### src/rtl/instr_fetch_unit.sv
// instr_fetch_unit: multi-cycle fetch stage that reads imem, holds one instruction under valid/ready, and handles redirects and HALT.
module instr_fetch_unit #(
    parameter int ADDR_W = 32,
    parameter logic [ADDR_W-1:0] RESET_PC = '0,
    parameter int PC_STEP = 4,
    parameter logic [5:0] HALT_OP = 6'd63
) (
    input  logic              clk,
    input  logic              reset,
    output logic              imem_req,
    output logic [ADDR_W-1:0] imem_addr,
    input  logic [31:0]       imem_rdata,
    input  logic              redirect,
    input  logic [ADDR_W-1:0] redirect_pc,
    input  logic              ready,
    output logic              instr_valid,
    output logic [5:0]        op_code,
    output logic [4:0]        rs,
    output logic [4:0]        rt,
    output logic [15:0]       imm,
    output logic [10:0]       func_code,
    output logic [25:0]       target,
    output logic [ADDR_W-1:0] pc_out,
    output logic              halted
);
    typedef enum logic [1:0] {REQ, WAIT, HOLD, HALT} state_t;
    state_t state, state_nx;
    logic [ADDR_W-1:0] pc, pc_nx;
    logic [31:0] ir;
    logic run;
    logic is_halt;
    // run keeps the first request off the bus until one edge after reset release
    assign imem_req    = run && state == REQ;
    assign imem_addr   = imem_req ? pc : '0;
    assign instr_valid = state == HOLD;
    assign halted      = state == HALT;
    assign is_halt     = op_code == HALT_OP;
    assign op_code     = ir[31:26];
    assign rs          = ir[25:21];
    assign rt          = ir[20:16];
    assign imm         = ir[15:0];
    assign func_code   = ir[10:0];
    assign target      = ir[25:0];
    always_comb begin
        state_nx = state;
        pc_nx    = pc;
        if (redirect) begin
            state_nx = REQ;
            pc_nx    = redirect_pc & ~ADDR_W'(3);
        end else begin
            case (state)
                REQ:     state_nx = run ? WAIT : REQ;
                WAIT:    state_nx = HOLD;
                HOLD: begin
                    state_nx = ready ? (is_halt ? HALT : REQ) : HOLD;
                    pc_nx    = (ready && !is_halt) ? pc + ADDR_W'(PC_STEP) : pc;
                end
                default: state_nx = HALT;
            endcase
        end
    end
    always_ff @(posedge clk or negedge reset) begin
        if (!reset) begin
            state  <= REQ;
            pc     <= RESET_PC;
            run    <= 1'b0;
            ir     <= '0;
            pc_out <= '0;
        end else begin
            state <= state_nx;
            pc    <= pc_nx;
            run   <= 1'b1;
            if (state == WAIT && !redirect) begin
                ir     <= imem_rdata;
                pc_out <= pc;
            end
        end
    end
endmodule

### config.mk
export PLATFORM = sky130hd
export DESIGN_NAME = instr_fetch_unit
export DESIGN_NICKNAME = d
export VERILOG_FILES = /design/src/rtl/instr_fetch_unit.sv
export SDC_FILE = /design/constraint.sdc
export NUM_CORES = 1
export LEC_CHECK = 0
export BUFFER_PORTS_ARGS = -buffer_cell sky130_fd_sc_hd__buf_2
export CORE_MARGIN = 4
export CORE_UTILIZATION = 52
export CTS_CLUSTER_SIZE = 28
export DETAILED_ROUTE_END_ITERATION = 16
export PLACE_DENSITY = 0.95
export SYNTH_ARGS = -nofsm -noshare
export SYNTH_HDL_FRONTEND = slang
export SYNTH_SLANG_ARGS = --single-unit
export TNS_END_PERCENT = 50
### constraint.sdc
create_clock -name clk -period 3.3 [get_ports clk]
set_clock_uncertainty 0.05 [all_clocks]
set_input_delay 0.825 -clock clk [delete_from_list [all_inputs] [get_ports clk]]
set_output_delay 0.825 -clock clk [all_outputs]
set_load 0.02 [all_outputs]
# Yosys cells after proc, flatten, opt, wreduce, memory -nomap -nowiden
# Index checks and enable logic that the tools add are counted.
[totals]
latch_bits = 0
mem_count = 0
romBits = 0
output_inout_bits = 136
elab_cells = 28
in_bits = 68
ff_bits = 99
mem_bits_rw = 0
[op_classes]
multipliers = 0
muxes = 9
shift = 0
eq_ne = 4
reduce_logical = 9
magnitude_cmp = 0
bitwise_logic = 0
div_mod_pow = 0
n_addsub = 1
[op_table]
columns = ["operator", "count"]
rows = [
  ["32-bit 2-to-1 mux", 4],
  ["32-bit by 3-bit adder with 32-bit output (second input constant)", 1],
  ["6-bit == test (second input constant)", 1],
  ["2-bit 2-to-1 mux", 3],
  ["2-bit case mux with 3 select lines", 1],
  ["2-bit == test (second input constant)", 2],
  ["2-bit nonzero test", 2],
  ["1-bit logical AND", 3],
  ["2-bit by 1-bit == test with 1-bit output (second input constant)", 1],
  ["1-bit zero test", 2],
  ["2-bit zero test", 1],
  ["2-bit AND reduction", 1],
  ["1-bit 2-to-1 mux", 1],
]

# Logic depth before layout (Yosys ltp)
# Gate-level depths: netlist of the first run.
[logic_depth]
word_depth = 6
mapped_depth = 7
depth_no_buf = 6

# Worst setup path after synthesis of the first run
# No wires, ideal clock.
[synth_timing]
kind = "register -> output"
start = "register state[1]"
end = "output port imem_addr[19]"
path_buffers = 1
path_slack_ns = 0.872
required_time_ns = 2.425
arrival_ns = 1.553
path_stages_with_launch = 4
path_cell_list = "dfrtp_1 -> nor3b_1 -> clkbuf_1 -> and2_1"
[synth_between]
elab_chain_cells = 3
[synth_lines]
columns = ["item", "line_no", "source"]
rows = [
  ["from (decl)", "27", "state_t state, state_nx;"],
  ["from (signal assigned)", "70", "state <= state_nx;"],
  ["2-bit zero test", "33", "assign imem_req = run && state == REQ;"],
  ["1-bit logical AND", "33", ""],
  ["named net imem_req", "10", "output logic imem_req,"],
  ["32-bit 2-to-1 mux", "34", "assign imem_addr = imem_req ? pc : '0;"],
  ["to (decl)", "11", "output logic [ADDR_W-1:0] imem_addr,"],
]
# The timed path passes the listed nets, and every way through them passes these cells.

# Worst setup path after layout of the first run
[layout_timing]
start = "register state[1]"
end = "output port imem_addr[29]"
[layout_between]
elab_chain_cells = 3
[layout_lines]
columns = ["item", "line_no"]
rows = [
  ["2-bit zero test", "33"],
  ["1-bit logical AND", "33"],
  ["32-bit 2-to-1 mux", "34"],
]
# No other way between the ends.

==> run summary, run 1 <==
Status: finished, final reports clean
CTS max path bufs: 2
Mapped cell area: 0.00486 sq mm
Max Transition Viols Final: 0
Gr busiest metal: met2
Net Sw Frac: 39.0%
EDFF count, synth: 0
Final cell count without fillers: 700
Placer Congestion: 0.861
Vias in the first global route: 3798
Average wire per standard cell: 17.0 um
Post-Syn Area per Cell: 11.4 sq um
Sequential power share: 42.9%
DRC Markers: 0
Top-level I/O count: 204
Crit. End Element: output port
Critical Path RT: 2420 ps
Synthesis-stage register bit count: 95
Finished Cell Area: 0.00588 sq mm
Asr flop ratio synth: 100%
Clock tree sinks: 95
DRT Pass-1 Iters: 4
Final hold slack: 397 ps
Crit-path max cell delay: 450 ps
VDD IR max: 0.000277 V
Slew @ Worst Pin: 696 ps
Total negative slack: 0 ps
Initial Utilization: 53.1%
Slew HR: 53.6%
Routed vias: 3663
# nets final: 653
Clk Tree Root Cell: clkbuf_8
Cell variety after synth: 41
Sequential area share after synthesis: 48.9%
Gr usage total: 21.9%
Core box area: 0.00915 sq mm
First-pass GRT wire length: 19400 um
Ys Warns: 0
Site row count: 35
Grt met2 use: 37.9%
Hold WC Path Type: in -> async
Remaining global-route overflow: 0
Met1 Track Usage GR: 27.3%
CP Depth: 5
Worst Reg-to-Reg Cells: 6
Clock network power share: 21.0%
Post-CTS Setup Bufs: 0
Syn-to-layout area delta: 20.9%
Cell-by-cell trace of the critical path: nor3b_2 > buf_4 > inv_1 > nor2_1 > buf_2
Vias/cell: 5.23
Pwr Total: 3.78 mW
Largest net degree at the start of global routing: 63
Die ar.: 0.0110 sq mm
Placed Area: 0.00567 sq mm
Htree depth: 3
Fmax: 0.380 GHz
WL final: 11900 um
# Max-Cap Violations: 0
DPL Wire Length: 8860 um
Top Family by Delay on Critical Path: buffers and inverters
Final setup margin: 670 ps
RSZ-0062 raised after global routing: false
Num CTS Buffers: 9
CP Launch Type: register
Routed Antenna Nets: 0
Slowest-stage cell, CP: dfrtp_1
Die height: 105 um
Critical path buffer and inverter count: 3
Worst-path fanout max: 14
# resized after CTS: 0
CTS tree: done
Ratio of cells with drive above 1 in the final layout: 52.0%
Reg clk slew, reported paths: 100 ps
Dpl ws: 1010 ps
DP Cell Count: 684
Final setup violation count: 0
Ant diodes: 0
Die X: 105 um
Switch Pwr: 1.48 mW
Gate power share: 36.1%
PwrDens: 644 mW/mm^2
Internal Pwr Total: 2.31 mW
Initial antenna violation count: 0
Post-CTS Hold Fix Bufs: 0
Worst-Skew Late Latency: 360 ps
Pleak: 2.82 nW
Final hold vios: 0
GR met3 Demand/Resource: 4.20%
Tcrit/Tclk final: 79.7%
Synth Flop Type: dfrtp_1
CP Class: reg -> out
IO buf count: 197
Post-synthesis cell count: 427
Min Tclk post-route: 2630 ps
Share of the core filled with cells: 64.2%
Worst endpoint data arrival time: 1750 ps
Iter 0 DRT Violations: 176
path summary, 6_finish.rpt:
check	slack (ps)	end	start
worst max-delay path	670	imem_addr[29]	state[1]
worst min-delay path	400	ir[16]	reset
worst max register to register	1100	pc[19]	state[1]
worst min register to register	460	pc_out[31]	pc_out[31]
max in group asynchronous	2090	pc_out[7]	reset
min in group clk	460	pc_out[31]	pc_out[31]
logic make-up after synthesis:
family	after synthesis	share of synthesized area (%)
adder cells (fa/ha/maj)	1	0.257
other	2	0.154
multiplexers	64	14.8
AO/OA/AOI/OAI	37	4.68
flip-flops	95	48.9
buffers and inverters	69	9.11
XOR/XNOR	26	4.68
AND/OR/NAND/NOR	133	17.4
power groups by stage:
stage	Clock, mW	Combinational (mW)	Sequential (mW)
after floorplan	0	0.742	1.90
after global placement	0	1.36	1.62
after detailed placement	0	1.38	1.65
after CTS	0.812	1.39	1.63
after global routing	0.859	1.45	1.67
final	0.793	1.37	1.62
per-layer routing:
| metal | up-vias | share of wire (%) |
|---|---|---|
| li1 | 1728 | - |
| met1 | 1774 | 42 |
| met2 | 139 | 50 |
| met3 | 22 | 6.4 |
| met4 | 0 | 1.7 |
| met5 | - | 0 |
synthesized netlist by cell type, types with 2 or more instances:
library cell | number | share of area (%)
inv_1 | 8 | 0.62
o21ai_1 | 23 | 2.4
buf_6 | 2 | 0.46
clkbuf_1 | 10 | 0.77
nand3_1 | 7 | 0.72
nand2_1 | 38 | 2.9
a31oi_1 | 2 | 0.26
a21oi_1 | 2 | 0.21
nor4_2 | 6 | 1.5
nor3b_1 | 2 | 0.31
and2_1 | 29 | 3.7
xnor2_1 | 22 | 4.0
xor2_1 | 4 | 0.72
nor3_1 | 4 | 0.41
dfrtp_1 | 95 | 49
buf_4 | 43 | 6.6
conb_1 | 2 | 0.15
and4_1 | 6 | 1.1
buf_2 | 6 | 0.62
nor4_4 | 3 | 1.3
a31o_2 | 2 | 0.36
nor3_2 | 3 | 0.62
nor2_1 | 14 | 1.1
o21ai_0 | 4 | 0.41
nand4_1 | 8 | 1.0
mux2_2 | 63 | 15
and3_1 | 5 | 0.64
cells in the final DEF, fill, tap and decap left out, types with 2 or more instances in the layout:
| cell | instances |
|---|---|
| conb_1 | 5 |
| nor4_2 | 6 |
| xnor2_1 | 22 |
| a21oi_1 | 2 |
| nor2_1 | 14 |
| inv_1 | 8 |
| nand2_1 | 38 |
| nor3_2 | 3 |
| nor3b_2 | 3 |
| and2_1 | 29 |
| xor2_1 | 4 |
| and4_1 | 6 |
| nor3_1 | 4 |
| dfrtp_1 | 95 |
| inv_6 | 2 |
| clkbuf_8 | 9 |
| nand4_1 | 8 |
| a31oi_1 | 2 |
| a31o_2 | 2 |
| buf_2 | 196 |
| o21ai_0 | 4 |
| o21ai_1 | 23 |
| and3_1 | 5 |
| nand3_1 | 7 |
| buf_12 | 2 |
| buf_4 | 6 |
| nor4_4 | 3 |
| mux2_2 | 63 |
final cells by class:
cell class | count | area (sq um)
multi-input combinational | 266 | 2060
clock inverter | 6 | 75.1
inverter | 8 | 30.0
clock buffer | 10 | 128
timing repair buffer | 204 | 1070
fill | 753 | 3280
sequential | 95 | 2380
tap | 111 | 139
sequential cells by signal, indices dropped and copies added (netlist names):
name and count:
ir 32, pc 30, pc_out 30, run 1, state 2
worst register-to-register path, cell delays in order, from the launching register on:
cell,delay [ps]
dfrtp_1,450
nor2b_1,450
nand3_2,400
buf_4,300
nor4_4,230
xnor2_1,150
o21ai_1,70
Note: power is estimated with default switching activity, not from simulation.
==> run 2, diff against run 1 <==
--- a/config.mk
+++ b/config.mk
@@ -7,10 +7,10 @@
 export LEC_CHECK = 0
 export BUFFER_PORTS_ARGS = -buffer_cell sky130_fd_sc_hd__buf_2
 export CORE_MARGIN = 4
-export CORE_UTILIZATION = 52
+export CORE_UTILIZATION = 48
 export CTS_CLUSTER_SIZE = 28
 export DETAILED_ROUTE_END_ITERATION = 16
-export PLACE_DENSITY = 0.95
+export PLACE_DENSITY = 0.89
 export SYNTH_ARGS = -nofsm -noshare
 export SYNTH_HDL_FRONTEND = slang
 export SYNTH_SLANG_ARGS = --single-unit
==> constraint.sdc (replaced) <==
create_clock -name clk -period 2.6 [get_ports clk]
set_clock_uncertainty 0.05 [all_clocks]
set_input_delay 0.65 -clock clk [delete_from_list [all_inputs] [get_ports clk]]
set_output_delay 0.65 -clock clk [all_outputs]
set_load 0.02 [all_outputs]
==> run summary, run 2 (synthesis results as in run 1) <==
Pwr Total: 4.98 mW
CP Launch Type: register
Core box area: 0.00982 sq mm
Largest net degree at the start of global routing: 96
Die X: 109 um
# Max-Cap Violations: 0
DRT Pass-1 Iters: 4
Hold WC Path Type: in -> async
Status: finished, final reports clean
Commonest non-fill, non-tap cell in the layout: buf_2
Largest registers: ir: 32 flops, pc: 30 flops, pc_out: 30 flops
Worst endpoint data arrival time: 1790 ps
Largest register FFs: 32
Slew HR: 54.7%
VDD IR max: 0.000431 V
Worst-Skew Late Latency: 370 ps
Gr usage total: 20.3%
Reg clk slew, reported paths: 100 ps
Routed Antenna Nets: 0
DRC Markers: 0
DPL Wire Length: 9100 um
Routed vias: 3701
Crit-path max cell delay: 470 ps
R2r endpoint: pc[11]
Average wire per standard cell: 16.6 um
WL final: 12100 um
Clk Tree Root Cell: clkbuf_8
Clock tree sinks: 95
CP Class: reg -> out
Ratio of cells with drive above 1 in the final layout: 52.5%
Min Tclk post-route: 2490 ps
Worst-path fanout max: 15
Filler instances: 813
IO buf count: 197
Vias in the first global route: 3705
Total negative slack: 0 ps
Largest Register: ir
Slowest-stage cell, CP: dfrtp_1
Slew @ Worst Pin: 680 ps
Cell-by-cell trace of the critical path: nor3b_4 > buf_4 > and2_1 > buf_2
Crit. End Element: output port
Commonest cells after routing, fill and taps aside: buf_2 (196), dfrtp_1 (95), mux2_2 (63)
Top-level I/O count: 204
Syn-to-layout area delta: 22.7%
Site row count: 36
Vias/cell: 5.11
Iter 0 DRT Violations: 168
Final hold vios: 0
Fmax: 0.402 GHz
Pleak: 2.85 nW
CTS tree: done
CTS max path bufs: 2
Reg-to-Reg Start: state[1]
Placer Congestion: 0.801
Die height: 109 um
Initial Utilization: 49.5%
Worst Reg-to-Reg Cells: 6
Worst setup path start: state[1]
Final setup violation count: 0
RSZ-0062 raised after global routing: false
Initial antenna violation count: 0
Htree depth: 3
PwrDens: 835 mW/mm^2
Die ar.: 0.0118 sq mm
Max Transition Viols Final: 0
Worst reg2reg setup slack: 340 ps
Num CTS Buffers: 9
Critical Path RT: 1900 ps
Tcrit/Tclk final: 95.6%
Remaining global-route overflow: 0
Ant diodes: 0
# nets final: 655
First-pass GRT wire length: 18600 um
run 2: cell count changes in the layout (fill, tap and decap cells not counted):
cell / previous run / this run
clkinv_4: 1 / 0
clkinv_2: 0 / 1
clkinvlp_4: 1 / 2
nor3b_2: 3 / 2
nor3b_4: 0 / 1
bufinv_16: 1 / 3
inv_2: 0 / 1
inv_6: 2 / 1
clkbuf_1: 1 / 0
buf_4: 6 / 8
inv_1: 8 / 7
inv_8: 1 / 0
run 2: worst max-delay path by stage:
stage,to,cells past startpoint
after floorplan,imem_addr[19],3
after global placement,imem_addr[20],4
after detailed placement,pc[11],6
after CTS,imem_addr[20],4
after global routing,imem_addr[28],4
final,imem_addr[26],4
run 2: area by class of cell:
| class | count | area (sq um) | share of cell area (%) |
|---|---|---|---|
| sequential | 95 | 2380 | 39.8 |
| tap | 133 | 166 | 2.79 |
| timing repair buffer | 206 | 1080 | 18.1 |
| inverter | 8 | 30.0 | 0.503 |
| clock inverter | 7 | 119 | 1.99 |
| multi-input combinational | 266 | 2070 | 34.7 |
| clock buffer | 9 | 124 | 2.08 |
run 2: power by group:
part	leakage (nW)	switching [mW]	internal, mW
logic	1.59	1.07	0.665
registers	1.15	0.257	1.81
clock network	0.116	0.537	0.640
run 2: layer usage:
metal,vias to the layer above,GRT usage [%],wire length [um]
li1,1741,-,-
met2,136,36.8,6270
met4,0,5.77,99
met3,8,5.03,948
met1,1816,23.9,4730
met5,-,0,0
run 2: stage by stage:
| step | util, % | cell area (sq um) | setup WS (ps) | hold slack, ps | cells |
|---|---|---|---|---|---|
| after floorplan | - | 4870 | 347 | 304 | 430 |
| after global placement | 58.2 | 5720 | 453 | 435 | 708 |
| after detailed placement | 58.2 | 5720 | 399 | 441 | 708 |
| after CTS | 60.7 | 5960 | 3.43 | 297 | 724 |
| after global routing | 60.8 | 5970 | 31.5 | 299 | 724 |
| final | 60.8 | 5970 | 115 | 272 | 724 |
run 2: critical path, delay by kind of cell (launching register included):
kind / cells / cell delay [ps]
and+or+nand+nor: 2 / 520
DFF: 1 / 470
buffers and inverters: 2 / 420
run 2: timing repair:
| action | CTS | global route |
|---|---|---|
| endpoints found under the hold margin | 0 | 0 |
| setup endpoints to repair | 0 | 24 |
| setup buffers | 0 | 0 |
| hold buffers | 0 | 0 |
| gates resized for setup | 0 | 2 |
==> run 3, diff against run 2 <==
--- a/config.mk
+++ b/config.mk
@@ -6,11 +6,12 @@
 export NUM_CORES = 1
 export LEC_CHECK = 0
 export BUFFER_PORTS_ARGS = -buffer_cell sky130_fd_sc_hd__buf_2
-export CORE_MARGIN = 4
+export CORE_MARGIN = 2
 export CORE_UTILIZATION = 48
 export CTS_CLUSTER_SIZE = 28
 export DETAILED_ROUTE_END_ITERATION = 16
 export PLACE_DENSITY = 0.89
+export SKIP_LAST_GASP = 1
 export SYNTH_ARGS = -nofsm -noshare
 export SYNTH_HDL_FRONTEND = slang
 export SYNTH_SLANG_ARGS = --single-unit
==> run summary, run 3 (synthesis results as in run 1) <==
Status: finished, final reports clean
R2r endpoint: pc[31]
Crit-path max cell delay: 450 ps
Hold WC Path Type: in -> async
Largest net degree at the start of global routing: 58
Largest Register: ir
VDD IR max: 0.000510 V
Worst Reg-to-Reg Cells: 5
Fmax: 0.413 GHz
Filler instances: 813
Worst endpoint data arrival time: 1720 ps
Largest register FFs: 32
Dpl ws: 502 ps
DRC Markers: 0
Reg clk slew, reported paths: 90 ps
PwrDens: 818 mW/mm^2
Min Tclk post-route: 2420 ps
Commonest cells after routing, fill and taps aside: buf_2 (196), dfrtp_1 (95), mux2_2 (63)
Remaining global-route overflow: 0
DRT Pass-1 Iters: 4
Top-level I/O count: 204
First-pass GRT wire length: 19300 um
Gr usage total: 22.0%
Largest registers: ir: 32 flops, pc: 30 flops, pc_out: 30 flops
Core box area: 0.00982 sq mm
Clk Tree Root Cell: clkbuf_8
Post-CTS Setup Bufs: 0
# resized after CTS: 0
Htree depth: 3
Syn-to-layout area delta: 22.2%
Worst reg2reg setup slack: 470 ps
Crit. End Element: output port
Initial antenna violation count: 0
# nets final: 656
Vias in the first global route: 3752
CTS tree: done
Ratio of cells with drive above 1 in the final layout: 51.9%
DPL Wire Length: 8650 um
Max Transition Viols Final: 0
Routed vias: 3660
Critical Path RT: 1900 ps
Clock tree sinks: 95
Slew HR: 65.4%
GR met3 Demand/Resource: 4.30%
Reg-to-Reg Start: state[1]
Post-CTS Hold Fix Bufs: 0
Final setup violation count: 0
Placer Congestion: 0.811
Tcrit/Tclk final: 93.1%
Cell-by-cell trace of the critical path: nor3b_2 > buf_4 > and2_1 > buf_2
Share of the core filled with cells: 60.5%
Slowest-stage cell, CP: dfrtp_1
Commonest non-fill, non-tap cell in the layout: buf_2
Site row count: 36
RSZ-0062 raised after global routing: false
Die ar.: 0.0109 sq mm
WL final: 11800 um
Slew @ Worst Pin: 519 ps
IO buf count: 197
Total negative slack: 0 ps
Iter 0 DRT Violations: 184
Die height: 105 um
Worst-Skew Late Latency: 360 ps
Num CTS Buffers: 9
Pleak: 2.84 nW
Average wire per standard cell: 16.2 um
Final setup margin: 179 ps
Vias/cell: 5.05
Die X: 105 um
# Max-Cap Violations: 0
CP Launch Type: register
Gr busiest metal: met2
Final hold vios: 0
CTS max path bufs: 2
Initial Utilization: 49.5%
Grt met2 use: 38.4%
Met1 Track Usage GR: 27.6%
CP Class: reg -> out
Routed Antenna Nets: 0
Worst-path fanout max: 19
[run 3: how the worst max path moves through the flow]
stage | end | depth (start not counted) | slack, ps | startpoint
6_report | imem_addr[26] | 4 | 180 | state[1]
5_1_grt | imem_addr[26] | 4 | 40 | state[1]
4_1_cts | imem_addr[26] | 4 | 140 | state[1]
3_5_place_dp | pc[31] | 5 | 500 | state[1]
3_3_place_gp | pc[19] | 6 | 530 | state[1]
2_1_floorplan | imem_addr[19] | 3 | 350 | state[1]
[run 3: power breakdown]
group          total [mW]  switching, mW  internal (mW)
clock network        1.06          0.500          0.564
logic                1.73           1.06          0.663
registers            2.07          0.261           1.81
total                4.86           1.82           3.04
[run 3: metrics by stage]
step | hold WS (ps) | area, sq um | total power, mW | cells
after global routing | 148 | 5940 | 5.09 | 724
after floorplan | 304 | 4870 | 3.36 | 430
final | 141 | 5940 | 4.86 | 725
after CTS | 135 | 5940 | 4.90 | 724
after global placement | 436 | 5720 | 3.78 | 709
after detailed placement | 441 | 5720 | 3.84 | 709
[run 3: area by class of cell]
cell class	count	area (sq um)	area share [%]
timing repair buffer	207	1090	18.3
antenna	1	2.50	0.0421
tap	133	166	2.80
clock buffer	12	145	2.44
inverter	8	30.0	0.506
sequential	95	2380	40.0
multi-input combinational	266	2060	34.7
clock inverter	3	67.6	1.14
[run 3: critical path: cells and delay by family, from the launching register on]
| family | cells | cell delay [ps] |
|---|---|---|
| buffers and inverters | 2 | 460 |
| flip-flops | 1 | 450 |
| AND/OR/NAND/NOR | 2 | 440 |
[run 3: metal layers]
| layer | vias up | wire (um) |
|---|---|---|
| met5 | - | 0 |
| met4 | 0 | 159 |
| met3 | 16 | 645 |
| met2 | 134 | 5950 |
| met1 | 1775 | 5010 |
| li1 | 1735 | - |
